**config.mk**
```make
export PLATFORM = sky130hd
export DESIGN_NAME = mos_inertial_delay
export DESIGN_NICKNAME = d
export VERILOG_FILES = /design/src/rtl/tristate_nand_cycle_model_mos_inertial_delay.sv
export SDC_FILE = /design/constraint.sdc
export NUM_CORES = 1
export LEC_CHECK = 0
export ABC_AREA = 1
export CAP_MARGIN = 20
export CORE_AREA = 3 3 40 42
export CTS_CLUSTER_DIAMETER = 50
export DETAILED_ROUTE_END_ITERATION = 12
export DIE_AREA = 0 0 43 45
export REMOVE_ABC_BUFFERS = 1
export SYNTH_ARGS = -nofsm -noshare
export SYNTH_HDL_FRONTEND = slang
export SYNTH_SLANG_ARGS = --single-unit
```
**constraint.sdc**
```tcl
create_clock -name clk -period 1.27 [get_ports clk]
set_input_delay 0.254 -clock clk [delete_from_list [all_inputs] [get_ports clk]]
set_output_delay 0.254 -clock clk [all_outputs]
set_load 0.02 [all_outputs]
```
**src/rtl/tristate_nand_cycle_model_mos_inertial_delay.sv**
```systemverilog
// Generic inertial delay element: a state register that follows its target
// only after the target has been stable for the requested number of edges.
// A target that falls back to the current state cancels the pending change;
// a target that moves to a third value restarts the count with the new delay.
module mos_inertial_delay #(
    parameter int             W           = 1,
    parameter int             CW          = 4,
    parameter logic [W-1:0]   RESET_STATE = '0
) (
    input  logic          clk,
    input  logic          rst_n,
    input  logic [W-1:0]  target,
    input  logic [CW-1:0] delay,
    output logic [W-1:0]  state,
    output logic [W-1:0]  next_state
);

    logic [W-1:0]  state_reg;
    logic [W-1:0]  state_next;
    logic          pend_reg;
    logic          pend_next;
    logic [W-1:0]  pend_tgt_reg;
    logic [W-1:0]  pend_tgt_next;
    logic [CW-1:0] cnt_reg;
    logic [CW-1:0] cnt_next;

    // Inertial rules: idle/cancel, (re)start, count down, commit on expiry.
    // A load at edge k leaves D-1 in the counter so the commit lands on edge k+D.
    always_comb begin
        state_next    = state_reg;
        pend_next     = pend_reg;
        pend_tgt_next = pend_tgt_reg;
        cnt_next      = cnt_reg;
        if (target == state_reg) begin
            pend_next = 1'b0;
            cnt_next  = '0;
        end else if (!pend_reg || (target != pend_tgt_reg)) begin
            pend_next     = 1'b1;
            pend_tgt_next = target;
            cnt_next      = delay - CW'(1);
        end else if (cnt_reg == '0) begin
            state_next = pend_tgt_reg;
            pend_next  = 1'b0;
        end else begin
            cnt_next = cnt_reg - CW'(1);
        end
    end

    // State, pending target and counter registers; reset discards any pending change.
    always_ff @(posedge clk) begin
        if (!rst_n) begin
            state_reg    <= RESET_STATE;
            pend_reg     <= 1'b0;
            pend_tgt_reg <= RESET_STATE;
            cnt_reg      <= '0;
        end else begin
            state_reg    <= state_next;
            pend_reg     <= pend_next;
            pend_tgt_reg <= pend_tgt_next;
            cnt_reg      <= cnt_next;
        end
    end

    assign state      = state_reg;
    // Value the state register takes at this edge, for stages that chain off it.
    assign next_state = rst_n ? state_next : RESET_STATE;

endmodule

```
# Word level (Yosys, flattened, before mapping)
# Index checks and enable logic that the tools add are counted.
# word_totals
register_bits	7
in_bits	7
word_cells	25
# op_classes
n_addsub	2
n_eq_ne	3
n_mux	8
bitwise	2
n_reduce_logical	6
# ops
cell	count
$mux W4	2
$sub A4 B1 Y4 const B	2
$mux W1	6
$logic_not A4 Y1	1
$ne A2 B2 Y1 const B	1
$not A1 Y1	2
$reduce_and A2 Y1	1
$reduce_bool A2 Y1	1
$reduce_or A2 Y1	1
$eq A1 B1 Y1	1
$logic_not A1 Y1	1
$logic_or A1 B1 Y1	1
$ne A1 B1 Y1	1

# Depth between registers and ports, before layout
# Gate-level depths: netlist of the first run.
# depth
word_depth	5
ltp_mapped	9
mapped_depth_nobuf	9

# Worst setup path before layout of the first run
# Ideal clock, no wire load.
# synth_path
kind	register to output
from	reg state_reg (netlist: state)
to	out next_state
arrival_time_ps	1243
slack_ps	-227
path_stages_with_launch	6
cell_sequence	dfxtp_1 > nor2_1 > or2_1 > nand2_1 > o21ai_1 > a21oi_1
# synth_via
elab_chain_cells	4
# synth_rtl
element	line_no	source
start: declaration	18	logic [W-1:0] state_reg;
start signal: assignment	57	state_reg <= state_next;
$mux W1	41	end else if (cnt_reg == '0) begin
$mux W1	37	end else if (!pend_reg || (target != pend_tgt_reg)) begin
$mux W1 *	34	if (target == state_reg) begin
$mux W1 *	-	
end: declaration	15	output logic [W-1:0] next_state
# Mark *: on every way between the ends. The rest lies on a longest branch, timed or not.

# Worst setup path in the final report of the first run
# Ends and elaborated chain as after synthesis.

==> results of run 1 <==
==> stage by stage <==
stage	hold WS (ns)	setup slack, ns	cells	TNS, ns
4_1_cts	0.496	-0.317	98	-0.470
3_3_place_gp	0.585	-0.991	90	-3.03
6_report	0.349	-0.301	99	-0.433
5_1_grt	0.369	-0.400	99	-0.806
2_1_floorplan	0.409	-0.227	55	-0.403
3_5_place_dp	0.574	-1.03	90	-3.33
==> worst reg2reg max path, cell delays in order (launching register included) <==
cell     delay [ns]
dfxtp_2        0.35
inv_2          0.05
nand2_4        0.07
nand3_4        0.08
buf_6          0.14
nand2_2        0.06
nand2_2        0.08
ha_4           0.17
or2_0          0.19
a21oi_1        0.12
==> per-layer routing <==
layer,global-route usage [%],vias to the layer above,share of wire [%]
met1,15.5,178,44
met3,2.39,4,2.0
li1,-,232,-
met4,10.8,0,5.0
met2,18.3,6,49
met5,0,-,0
==> power by group <==
group,switching (uW),internal (uW),total [uW]
clock network,83.8,120,204
registers,9.25,238,247
logic,111,121,232
total,204,478,683
==> placed cells by master (no fill, tap or decap), types with 3 or more instances in the layout <==
cell,n
inv_2,4
nor2_1,4
nand2_4,4
buf_4,15
nor2_2,4
nand2_1,4
buf_6,3
clkbuf_4,3
dfxtp_1,5
clkdlybuf4s50_1,5
nand4_1,4
nand2_2,5
inv_1,7
==> area by class of cell <==
cell class	instances	area share, %
inverters	11	5.71
multi-input cells	37	39.3
flip-flops and latches	7	19.7
clock buffers	4	3.63
repair buffers	25	29.1
well taps	15	2.60
==> what timing repair did <==
item                       in CTS  in global routing
setup endpoints to repair       6                  4
hold buffers                    0                  0
gates resized for setup        27                 11
gates cloned                    0                  0
setup buffers                   4                  2
pin swaps                       6                  8
==> worst paths after layout <==
kind	startpoint	end	slack [ns]	cells past startpoint
worst max-delay path	state	next_state	-0.30	7
worst min-delay path	target	pend_tgt_reg	0.35	3
worst max register to register	pend_tgt_reg	cnt_reg[2]	-0.11	9
worst min register to register	state	pend_tgt_reg	0.56	3
==> cells by family (layout without fill, tap and decap cells) <==
family,after synthesis,in the layout,synth area share (%)
simple gates,31,31,42.6
buf+inv,11,40,10.8
fa+ha+maj,1,1,3.28
compound gates,5,5,6.56
flops,7,7,36.7
==> out/results.ini, run 1 <==
[worst_setup_path]
path_cells=inv_2, nor2_2, or2_1, nand2_2, o21ai_2, a21oi_2, buf_6
worst-setup-path-type=flip-flop to primary output
worstPathArrival_ns=1.32
end_kind=primary output
slowest_stage=dfxtp_2
cpPeakStageDelay_ns=0.32
crit_required_ns=1.02
critPathMaxFanout=3
crit_family=simple AND/OR/NAND/NOR gates
startpoint_type=flip-flop
crit_buf_inv=2

[layout]
fin_util_pct=56.3
drive_gt1_share_pct=57.1
n_fill_cell=121
register_area_um2=143
diodes=0
largest_register_ffs=4
multi_input_area_um2=284
area_growth_pct=89.5
fin_area_um2=723
nNetsFinal=93

[clocking]
cts_root_buf=clkbuf_4
clk_latency_ns=0.25
cts_buffers=3
htreeDepth=1
cts_num_sinks=7
cts_tree=built
cts.path.max_buffers=2
clkTransAtPathRegs_ns=0.05

[sta]
min_period_ns=1.57
finClkSkew_ns=0.00289
slew-limit-headroom_pct=86.5
report.final.slew_viol_count=0
rsz0062_at_grt=yes
fmax_ghz=0.637
finalHoldViolCount=0
setup_violations=3
post-route-period-util_pct=124
tightest_slew_ns=0.203
fin_ws_ns=-0.301

[synthesis]
synthTopCellsByArea=dfxtp_1 (37%), inv_1 (8.9%), nand2_1 (8.9%)
synth_top_area_share_pct=36.7
synth.cells.most_frequent=inv_1 (9), nand2_1 (9), nor2_1 (8)
synth_ff_type=dfxtp_1
syn-cell-area_um2=382
syn_inst=55
yosysWarnings=0
synth_seq_cells=7
yosysTopAreaCell=dfxtp_1
avgSynthCellArea_um2=6.94
synth.distinct_cells=16
yosysSeqAreaShare_pct=36.7
postSynth.asyncResetShare_pct=0
synth_edf_count=0

[floorplan]
io-pin-count=9
die_h_um=45
die-area_um2=1940
floorplan.initialDensity_pct=29.7
die_w_um=43
placementRows=13
core_um2=1280

[global_route]
track_usage_pct=12.4
grt_pass1_wl_um=1710
grt_pass1_vias=413
grt_antenna_before_repair=0
gr-total-overflow=0
grt_max_degree=5

[drt]
drcViolationCount=0
totalWireLength_um=994
postRouteAntennaNets=0
vias=420
drt-vias-per-instance=4.24
drt_iter0_markers=5
wire_per_inst_um=10.0
drtPass1Iterations=3

[power_and_ir_drop]
vdd_drop_max_uv=497
finalPower_uw=683
power.leakage_uw=0.000325
power.density_nw_per_um2=944

[status]
failed_checks=setup timing
status=complete, but fails checks

[place]
placed_area_um2=571
portBuffers=8
dpl.hpwl_um=713
gp_congestion=0.716

[min_path]
hp-class=input pin to flip-flop

[job]
cap_violations=0

No activity file was read; power rests on OpenSTA's default activity.
==> run 2: changes to the inputs <==
--- a/config.mk
+++ b/config.mk
@@ -6,6 +6,7 @@
 export NUM_CORES = 1
 export LEC_CHECK = 0
 export ABC_AREA = 1
+export ABC_CLOCK_PERIOD_IN_PS = 1270
 export CAP_MARGIN = 20
 export CORE_AREA = 3 3 40 42
 export CTS_CLUSTER_DIAMETER = 50
==> results of run 2 <==
Final layout, timing and power as in run 1 (identical DEF).
==> patch: new RTL, config.mk and constraints of run 2 <==
Set the parameter `CW` to 5 (it was 4).
--- a/src/rtl/tristate_nand_cycle_model_mos_inertial_delay.sv
+++ b/src/rtl/tristate_nand_cycle_model_mos_inertial_delay.sv
@@ -4,7 +4,7 @@
 // a target that moves to a third value restarts the count with the new delay.
 module mos_inertial_delay #(
     parameter int             W           = 1,
-    parameter int             CW          = 4,
+    parameter int             CW          = 5,
     parameter logic [W-1:0]   RESET_STATE = '0
 ) (
     input  logic          clk,
Interface: changed (resized delay); port bits go from 9 to 10. No check against the original RTL was run, so the function may have changed too.
==> patch against run 2 <==
The run still ends with negative setup slack left. Area after synthesis grew 21%. Critical path type unchanged. Largest power group unchanged. Power grew 6.2%. Setup slack lost 0.11 ns. Sequential cell count grew 1. Routed wire length grew 29%. Combinational power grew 8%. Critical path depth grew 1. Design area grew 12%.
==> patch: results (changes against run 2) <==
Placed design
  • Port buffer count: 9 (was 8)
  • GPL Wtd Cong: 0.690 (was 0.716)
  • DP Area: 676 µm² (was 571 µm²)
  • Place WS: -0.980 ns (was -1.03 ns)
  • DP HPWL: 926 µm (was 713 µm)

Pwr
  • Sw Pwr: 0.222 mW (was 0.204 mW)
  • Seq pwr share: 38.4% (was 36.2%)
  • P_seq: 0.278 mW (was 0.247 mW)
  • Peak supply drop: 620 µV (was 497 µV)
  • Combinational share of power: 34.4% (was 34.0%)
  • Pleak: 0.390 nW (was 0.325 nW)

Global routing
  • Met2 usage: 27.8% (was 18.3%)
  • Vias in the first global route: 518 (was 413)
  • Initial antenna violation count: 0 (unchanged)
  • Routing usage on met1: 15.0% (was 15.5%)
  • First-pass GRT wire length: 2070 µm (was 1710 µm)
  • Pin count of the biggest net entering global routing: 6 (was 5)
  • Met3 usage: 3.59% (was 2.39%)
  • Gr usage total: 14.4% (was 12.4%)

Clock tree
  • CTS H-Tree Depth: 1 (unchanged)
  • Worst-path clk slew: about 0.06 ns
  • Worst-skew pair later-pin latency: 0.25 ns (about the same)

Yosys
  • Most frequent cells after synthesis: nand2_1 (16), inv_1 (14), nor2_1 (9) (was inv_1 (9), nand2_1 (9), nor2_1 (8))
  • Seq/Total Area, Yosys: 34.7% (was 36.7%)
  • Avg Inst Size Synth: 6.60 µm² (was 6.94 µm²)
  • Share of flip-flops with an asynchronous set or reset: 0% (unchanged)
  • Yosys cell types: 16 (unchanged)
  • Area contributors post-synth: dfxtp_1 (35%), nand2_1 (13%), inv_1 (11%) (was dfxtp_1 (37%), inv_1 (8.9%), nand2_1 (8.9%))
  • Syn. warnings: 0 (unchanged)

Route
  • Detailed Routing Iterations Pass 1: 2 (was 3)
  • Drt total wl: 1280 µm (was 994 µm)
  • Post-DR vias/cell: 4.56 (was 4.24)
  • Vias: 529 (was 420)
  • First DRT Iteration DRCs: 7 (was 5)

Layout
  • Max FFs per register: 5 (was 4)
  • Share of layout cells above drive strength 1: 44.6% (was 57.1%)
  • Nets@finish: 112 (was 93)

Worst hold path
  • Hold Crit Start: target (unchanged)
  • Hold WC Path Type: in2reg (unchanged)
  • Min-Delay Endpoint: pend_tgt_reg (unchanged)

Worst setup path
  • R2R Path End: cnt_reg[2] (unchanged)
  • Critical Path Source: cnt_reg[1] (was state)
  • Slowest cell on the critical path: dfxtp_1 (was dfxtp_2)
  • Reg2reg setup slack: -0.13 ns (was -0.11 ns)
  • Cell family with most CP delay: simple AND/OR/NAND/NOR gates (unchanged)
  • R2r startpoint: pend_tgt_reg (unchanged)
  • Worst reg2reg path depth: 8 (was 9)
  • Critical path endpoint: next_state (unchanged)

Timing
  • Hold_ws: 0.515 ns (was 0.349 ns)
  • Setup Viol. Count Final: 4 (was 3)
  • Skew final: 0.00313 ns (was 0.00289 ns)
  • Worst Tran Pin Value: 0.241 ns (was 0.203 ns)
  • Setup TNS Final: -0.682 ns (was -0.433 ns)
  • Post-route setup slack: -0.409 ns (was -0.301 ns)

Run status
  • Status: finished, violations left (unchanged)
  • Failing checks: negative setup slack (unchanged)
patch: repair_timing:
action	4_1_cts	5_1_grt
resized for setup	27	9
cloned	0	0
setup buffers	5	1
pin swaps	6	8
endpoints found under the setup margin	7	7
patch: logic make-up (layout without fill, tap and decap cells):
group / after synthesis / in the layout / synth area share, %
AO/OA/AOI/OAI: 7 / 7 / 9.76
adder cells (fa/ha/maj): 1 / 1 / 2.71
buffers and inverters: 15 / 46 / 12.2
flip-flops: 8 / 8 / 34.7
AND/OR/NAND/NOR: 39 / 39 / 40.7
patch: cell type report:
cell class	instances	area (µm²)
Tap cell	15	18.8
Timing Repair Buffer	28	244
Inverter	15	56.3
Multi-Input combinational cell	47	305
Clock buffer	3	22.5
Fill cell	118	474
Sequential cell	8	164
patch: layer usage:
metal	wire length (µm)	part of all wire, %
met4	14	1.1
met5	0	0
met1	548	43
met2	680	53
met3	37	2.9
